### src/rtl/multi_channel_memory_map.sv
// multi_channel_memory_map: MMIO register file plus per-channel go/busy/done control for NUM_CHANNELS DMA channels.
// Define MEMORY_MAP_CYCLE_COUNT_EN to add a saturating per-channel busy-cycle counter readable at offset +C.
module multi_channel_memory_map #(
    parameter int          ADDR_WIDTH   = 64,
    parameter int          SIZE_WIDTH   = 32,
    parameter int          NUM_CHANNELS = 4,
    parameter logic [15:0] BASE_ADDR    = 16'h0050,
    parameter logic [15:0] GLOBAL_ADDR  = 16'h0040
) (
    input  logic                                   clk,
    input  logic                                   rst,
    input  logic                                   mmio_wr_en,
    input  logic [15:0]                            mmio_wr_addr,
    input  logic [63:0]                            mmio_wr_data,
    input  logic                                   mmio_rd_en,
    input  logic [15:0]                            mmio_rd_addr,
    output logic [63:0]                            mmio_rd_data,
    output logic [NUM_CHANNELS-1:0][ADDR_WIDTH-1:0] rd_addr,
    output logic [NUM_CHANNELS-1:0][ADDR_WIDTH-1:0] wr_addr,
    output logic [NUM_CHANNELS-1:0][SIZE_WIDTH-1:0] input_size,
    output logic [NUM_CHANNELS-1:0][SIZE_WIDTH-1:0] output_size,
    output logic [NUM_CHANNELS-1:0]                go,
    input  logic [NUM_CHANNELS-1:0]                done
);
    typedef enum logic {IDLE, BUSY} state_t;

    state_t state_q [NUM_CHANNELS];
    state_t state_d [NUM_CHANNELS];
    logic [NUM_CHANNELS-1:0][ADDR_WIDTH-1:0] rd_addr_q, rd_addr_d, wr_addr_q, wr_addr_d;
    logic [NUM_CHANNELS-1:0][SIZE_WIDTH-1:0] input_size_q, input_size_d, output_size_q, output_size_d;
    logic [NUM_CHANNELS-1:0] go_q, go_d, sticky_q, sticky_d, busy, accept, fin, cfg_ok;
    logic [63:0] rd_data_q, rd_data_d, rd_mux;
`ifdef MEMORY_MAP_CYCLE_COUNT_EN
    logic [NUM_CHANNELS-1:0][31:0] cnt_q, cnt_d;
`endif

    function automatic logic hit(logic [15:0] a, int c, int off);
        return a == BASE_ADDR + 16'(c * 16 + off);
    endfunction

    always_comb begin
        for (int c = 0; c < NUM_CHANNELS; c++) begin
            busy[c]   = state_q[c] == BUSY;
            fin[c]    = busy[c] && done[c];
            cfg_ok[c] = mmio_wr_en && !busy[c];
            // A go may come from the channel's own register or from the global mask
            accept[c] = cfg_ok[c] && ((hit(mmio_wr_addr, c, 0) && mmio_wr_data[0]) ||
                        (mmio_wr_addr == GLOBAL_ADDR && mmio_wr_data[c]));
            go_d[c]          = accept[c];
            state_d[c]       = accept[c] ? BUSY : fin[c] ? IDLE : state_q[c];
            sticky_d[c]      = accept[c] ? 1'b0 : fin[c] ? 1'b1 : sticky_q[c];
            rd_addr_d[c]     = cfg_ok[c] && hit(mmio_wr_addr, c, 2) ? mmio_wr_data[ADDR_WIDTH-1:0] : rd_addr_q[c];
            wr_addr_d[c]     = cfg_ok[c] && hit(mmio_wr_addr, c, 4) ? mmio_wr_data[ADDR_WIDTH-1:0] : wr_addr_q[c];
            input_size_d[c]  = cfg_ok[c] && hit(mmio_wr_addr, c, 6) ? mmio_wr_data[SIZE_WIDTH-1:0] : input_size_q[c];
            output_size_d[c] = cfg_ok[c] && hit(mmio_wr_addr, c, 8) ? mmio_wr_data[SIZE_WIDTH-1:0] : output_size_q[c];
`ifdef MEMORY_MAP_CYCLE_COUNT_EN
            cnt_d[c] = accept[c] ? 32'd0 : (busy[c] && cnt_q[c] != 32'hFFFF_FFFF) ? cnt_q[c] + 32'd1 : cnt_q[c];
`endif
        end
    end

    always_comb begin
        rd_mux = '0;
        if (mmio_rd_addr == GLOBAL_ADDR) rd_mux = {48'b0, 8'(busy), 8'(sticky_q)};
        for (int c = 0; c < NUM_CHANNELS; c++) begin
            if (hit(mmio_rd_addr, c, 2)) rd_mux = 64'(rd_addr_q[c]);
            if (hit(mmio_rd_addr, c, 4)) rd_mux = 64'(wr_addr_q[c]);
            if (hit(mmio_rd_addr, c, 6)) rd_mux = 64'(input_size_q[c]);
            if (hit(mmio_rd_addr, c, 8)) rd_mux = 64'(output_size_q[c]);
            if (hit(mmio_rd_addr, c, 10)) rd_mux = {62'b0, busy[c], sticky_q[c]};
`ifdef MEMORY_MAP_CYCLE_COUNT_EN
            if (hit(mmio_rd_addr, c, 12)) rd_mux = 64'(cnt_q[c]);
`endif
        end
        rd_data_d = mmio_rd_en ? rd_mux : rd_data_q;
    end

    always_ff @(posedge clk) begin
        if (rst) begin
            state_q       <= '{default: IDLE};
            rd_addr_q     <= '0;
            wr_addr_q     <= '0;
            input_size_q  <= '0;
            output_size_q <= '0;
            go_q          <= '0;
            sticky_q      <= '0;
            rd_data_q     <= '0;
`ifdef MEMORY_MAP_CYCLE_COUNT_EN
            cnt_q         <= '0;
`endif
        end else begin
            state_q       <= state_d;
            rd_addr_q     <= rd_addr_d;
            wr_addr_q     <= wr_addr_d;
            input_size_q  <= input_size_d;
            output_size_q <= output_size_d;
            go_q          <= go_d;
            sticky_q      <= sticky_d;
            rd_data_q     <= rd_data_d;
`ifdef MEMORY_MAP_CYCLE_COUNT_EN
            cnt_q         <= cnt_d;
`endif
        end
    end

    assign rd_addr      = rd_addr_q;
    assign wr_addr      = wr_addr_q;
    assign input_size   = input_size_q;
    assign output_size  = output_size_q;
    assign go           = go_q;
    assign mmio_rd_data = rd_data_q;
endmodule

### config.mk
export PLATFORM = sky130hd
export DESIGN_NAME = multi_channel_memory_map
export DESIGN_NICKNAME = d
export VERILOG_FILES = /design/src/rtl/multi_channel_memory_map.sv
export SDC_FILE = /design/constraint.sdc
export NUM_CORES = 2
export LEC_CHECK = 0
export CELL_PAD_IN_SITES_DETAIL_PLACEMENT = 1
export CELL_PAD_IN_SITES_GLOBAL_PLACEMENT = 2
export CORE_AREA = 5 5 360 362
export CTS_CLUSTER_SIZE = 25
export DETAILED_ROUTE_END_ITERATION = 8
export DIE_AREA = 0 0 365 367
export PLACE_DENSITY = 0.9
export SYNTH_ARGS = -nofsm -noshare
export SYNTH_HDL_FRONTEND = slang
export SYNTH_SLANG_ARGS = --single-unit
### constraint.sdc
create_clock -name clk -period 5.2 [get_ports clk]
set_input_delay 1.04 -clock clk [delete_from_list [all_inputs] [get_ports clk]]
set_output_delay 1.04 -clock clk [all_outputs]
set_load 0.03 [all_outputs]
==> run_summary.xml <==
<?xml version="1.0" encoding="UTF-8"?>
<metrics>
  <group name="status">
    <metric name="result_of_the_run" unit="">completed</metric>
  </group>
  <group name="yosys">
    <metric name="postSynthNetCount" unit="">4628</metric>
    <metric name="yosys_warnings" unit="">0</metric>
    <metric name="seq_total_area_yosys" unit="%">47.7</metric>
    <metric name="async_reset_ff_share" unit="%">0</metric>
    <metric name="yosysUniqueCellTypes" unit="">78</metric>
    <metric name="synth_flop_cell" unit="">sky130_fd_sc_hd__dfxtp_1</metric>
    <metric name="synth_enable_flop_cells" unit="">0</metric>
    <metric name="syn-instance-count" unit="">4524</metric>
    <metric name="synth.ff_latch_count" unit="">844</metric>
    <metric name="syn_avg_cell_area" unit="µm²">7.83</metric>
    <metric name="post_synth_instance_area" unit="µm²">35400</metric>
  </group>
  <group name="timing">
    <metric name="fin_crit" unit="ns">4.19</metric>
    <metric name="grt_setup_unrepaired" unit="">false</metric>
    <metric name="final_critical_path_setup_slack" unit="ns">1.01</metric>
    <metric name="fmax" unit="GHz">0.238</metric>
    <metric name="final-hold-violation-count" unit="">0</metric>
    <metric name="final_worst_path_period_share" unit="%">80.7</metric>
    <metric name="clock_skew" unit="ns">0.0426</metric>
    <metric name="finalMaxSlewViolations" unit="">0</metric>
    <metric name="setup_total_negative_slack" unit="ns">0</metric>
    <metric name="timing.max_slew.rel_slack" unit="%">4.53</metric>
    <metric name="setup-violations-final" unit="">0</metric>
    <metric name="worst-slew-pin-transition" unit="ns">1.43</metric>
  </group>
  <group name="layout">
    <metric name="area.growth.synth_to_final" unit="%">41.8</metric>
    <metric name="sequential_cell_area" unit="µm²">16900</metric>
    <metric name="final_cell_area" unit="µm²">50200</metric>
    <metric name="post_layout_nonfiller_instances" unit="">7031</metric>
    <metric name="multi_input_comb_area" unit="µm²">16900</metric>
    <metric name="num-nets-final" unit="">5392</metric>
    <metric name="fillCellCount" unit="">14954</metric>
    <metric name="drive_above_1_share" unit="%">7.36</metric>
  </group>
  <group name="routing">
    <metric name="route.detailed.vias_per_inst" unit="">5.75</metric>
    <metric name="first_iter_violations" unit="">4247</metric>
    <metric name="detail_route_antenna_nets" unit="">0</metric>
    <metric name="number_of_vias_in_the_routed_layout" unit="">40427</metric>
    <metric name="wl_per_cell" unit="µm">34.7</metric>
    <metric name="route.detailed.drc" unit="">0</metric>
    <metric name="drt_pass1_iterations" unit="">8</metric>
    <metric name="routed_wl" unit="µm">244000</metric>
  </group>
  <group name="pwr">
    <metric name="total_power" unit="mW">14.7</metric>
    <metric name="max_vdd_drop" unit="mV">0.258</metric>
    <metric name="power_density" unit="nW/µm²">292</metric>
    <metric name="leakagePower" unit="nW">16.3</metric>
  </group>
  <group name="setup_path">
    <metric name="critPathLaunchType" unit="">primary input</metric>
    <metric name="worst_setup_path_end_kind" unit="">flip-flop</metric>
    <metric name="crit_fanout" unit="">33</metric>
    <metric name="cp_data_required_time" unit="ns">5.84</metric>
    <metric name="path_class" unit="">in -&gt; reg</metric>
    <metric name="reg2reg_setup_slack" unit="ns">2.07</metric>
    <metric name="cp_data_arrival_time" unit="ns">4.83</metric>
  </group>
  <group name="global_route">
    <metric name="grt_pass1_wl" unit="µm">332000</metric>
    <metric name="grt_max_degree" unit="">219</metric>
    <metric name="antenna_found_initial" unit="">3</metric>
    <metric name="number_of_global_route_vias_before_repair" unit="">40300</metric>
    <metric name="grt_overflow_total" unit="">0</metric>
    <metric name="grt.total_usage" unit="%">34.7</metric>
  </group>
  <group name="clocking">
    <metric name="post-cts-setup-buffer-count" unit="">0</metric>
    <metric name="htree_levels" unit="">3</metric>
    <metric name="path_clk_slew" unit="ns">0.06</metric>
    <metric name="tritoncts_clock_tree" unit="">done</metric>
    <metric name="clk_latency" unit="ns">0.72</metric>
    <metric name="hold_buffers" unit="">0</metric>
    <metric name="ctsLongestPathBuffers" unit="">3</metric>
    <metric name="cts.root.buffer_cell" unit="">sky130_fd_sc_hd__clkbuf_16</metric>
    <metric name="cts_resized" unit="">0</metric>
    <metric name="clk_sinks" unit="">844</metric>
    <metric name="cts_inserted_buffers" unit="">100</metric>
  </group>
  <group name="floorplan">
    <metric name="start_util" unit="%">28.0</metric>
    <metric name="die_w" unit="µm">365</metric>
    <metric name="placementRows" unit="">131</metric>
    <metric name="num_ports" unit="">940</metric>
    <metric name="coreArea" unit="µm²">126000</metric>
    <metric name="die-area" unit="µm²">134000</metric>
    <metric name="die_height" unit="µm">367</metric>
  </group>
  <group name="place">
    <metric name="placement.cell_area" unit="µm²">46700</metric>
    <metric name="dp_slack" unit="ns">0.408</metric>
    <metric name="detailedPlacementHpwl" unit="µm">181000</metric>
    <metric name="placed_cells_incl_taps" unit="">6848</metric>
    <metric name="buffer_ports.inserted" unit="">939</metric>
    <metric name="place.gp.congestion" unit="">0.944</metric>
  </group>
  <group name="hold_path">
    <metric name="hold_path.class" unit="">reg -&gt; reg</metric>
  </group>
  <group name="job">
    <metric name="count_of_maximum_capacitance_violations" unit="">0</metric>
  </group>
</metrics>
sequential cells by signal (all words and copies together), names as in the netlist:
| name | flops |
|---|---|
| output_size | 128 |
| mmio_rd_data | 64 |
| sticky_q | 4 |
| go | 4 |
| wr_addr | 256 |
| input_size | 128 |
| busy | 4 |
| rd_addr | 256 |
metal layers:
layer / up-vias / global-route usage, % / wire length (µm)
li1: 17170 / - / -
met1: 20483 / 36.7 / 84100
met2: 2163 / 58.7 / 116000
met3: 609 / 12.1 / 25300
met4: 2 / 22.0 / 18800
met5: - / 0 / 13
power by group:
group	leakage [nW]	internal [mW]	switching, mW
clock	1.72	4.54	3.14
combinational	7.74	0.125	0.384
sequential	6.79	6.47	0.00192
total	16.3	11.1	3.53
path summary, 6_finish.rpt:
| check | startpoint | to | cells after the start |
|---|---|---|---|
| worst min register to register | mmio_rd_data[59]$_SDFFE_PP0P_ | mmio_rd_data[59]$_SDFFE_PP0P_ | 2 |
| worst max register to register | busy[0]$_SDFFE_PP0P_ | wr_addr[40]$_SDFFE_PP0P_ | 6 |
| worst max-delay path | mmio_rd_addr[1] | mmio_rd_data[25]$_SDFFE_PP0P_ | 11 |
| worst min-delay path | mmio_rd_data[59]$_SDFFE_PP0P_ | mmio_rd_data[59]$_SDFFE_PP0P_ | 2 |
logic make-up (layout without fill, tap and decap cells):
group,Yosys count,after routing,share of synthesized area (%)
DFF,844,844,47.7
AOI/OAI and AO/OA,1273,1273,21.4
other,0,2,0
and+or+nand+nor,1834,1834,21.8
muxes,131,131,3.71
buffers and inverters,442,1285,5.34
critical path, cell delays in order:
cell,delay (ns)
sky130_fd_sc_hd__clkdlybuf4s50_1,0.63
sky130_fd_sc_hd__buf_4,0.29
sky130_fd_sc_hd__or4b_1,0.60
sky130_fd_sc_hd__nor4_4,0.39
sky130_fd_sc_hd__buf_4,0.31
sky130_fd_sc_hd__buf_4,0.47
sky130_fd_sc_hd__a222oi_1,0.12
sky130_fd_sc_hd__or3_1,0.38
sky130_fd_sc_hd__nand4_1,0.21
sky130_fd_sc_hd__o211ai_1,0.21
sky130_fd_sc_hd__o21ai_1,0.16
layout by cell type (no fill, tap or decap), types with 23 or more instances in the layout:
cell                              instances
sky130_fd_sc_hd__a22o_1                  29
sky130_fd_sc_hd__o211ai_1                41
sky130_fd_sc_hd__buf_4                  144
sky130_fd_sc_hd__mux2i_1                129
sky130_fd_sc_hd__clkbuf_16              100
sky130_fd_sc_hd__nor2_1                 211
sky130_fd_sc_hd__nand4_1                 41
sky130_fd_sc_hd__o21ai_0                 52
sky130_fd_sc_hd__clkdlybuf4s50_1        938
sky130_fd_sc_hd__a21oi_1                809
sky130_fd_sc_hd__dfxtp_1                844
sky130_fd_sc_hd__nand2_1               1374
sky130_fd_sc_hd__a22oi_1                120
sky130_fd_sc_hd__a221oi_1                55
sky130_fd_sc_hd__clkbuf_8                23
sky130_fd_sc_hd__o22ai_1                 43
sky130_fd_sc_hd__clkbuf_1                24
sky130_fd_sc_hd__nand3_1                 40
through the flow:
stage,hold WS [ns],utilization [%]
final,0.465,39.7
after detailed placement,0.449,36.9
after global placement,0.440,36.9
after floorplan,0.492,-
after global routing,0.485,39.7
after CTS,0.461,39.7
Yosys cell counts (all sizes together), types with 9 or more instances:
| cell | number | area, µm² |
|---|---|---|
| mux2i | 129 | 1290 |
| or3 | 11 | 68.8 |
| o22ai | 43 | 269 |
| nor4 | 37 | 432 |
| a222oi | 20 | 200 |
| a21oi | 809 | 4050 |
| a22oi | 120 | 901 |
| dfxtp | 844 | 16900 |
| nand3 | 40 | 200 |
| clkbuf | 345 | 1340 |
| nand4 | 41 | 257 |
| or2 | 13 | 81.3 |
| o221ai | 12 | 105 |
| a31oi | 12 | 75.1 |
| nor2 | 230 | 868 |
| o21ai | 60 | 300 |
| nand2 | 1375 | 5160 |
| a221oi | 56 | 497 |
| o211ai | 41 | 308 |
| nor3 | 24 | 135 |
| buf | 90 | 529 |
| a22o | 29 | 254 |
| a21o | 9 | 67.6 |
layout make-up:
| class | instances | area share, % |
|---|---|---|
| diodes | 2 | 0.00997 |
| clock buffers | 147 | 5.80 |
| clock inverters | 34 | 1.26 |
| inverters | 7 | 0.0523 |
| multi-input cells | 3238 | 33.6 |
| flip-flops and latches | 844 | 33.7 |
| well taps | 1662 | 4.14 |
| repair buffers | 1097 | 21.4 |
Note: power is estimated with default switching activity, not from simulation.
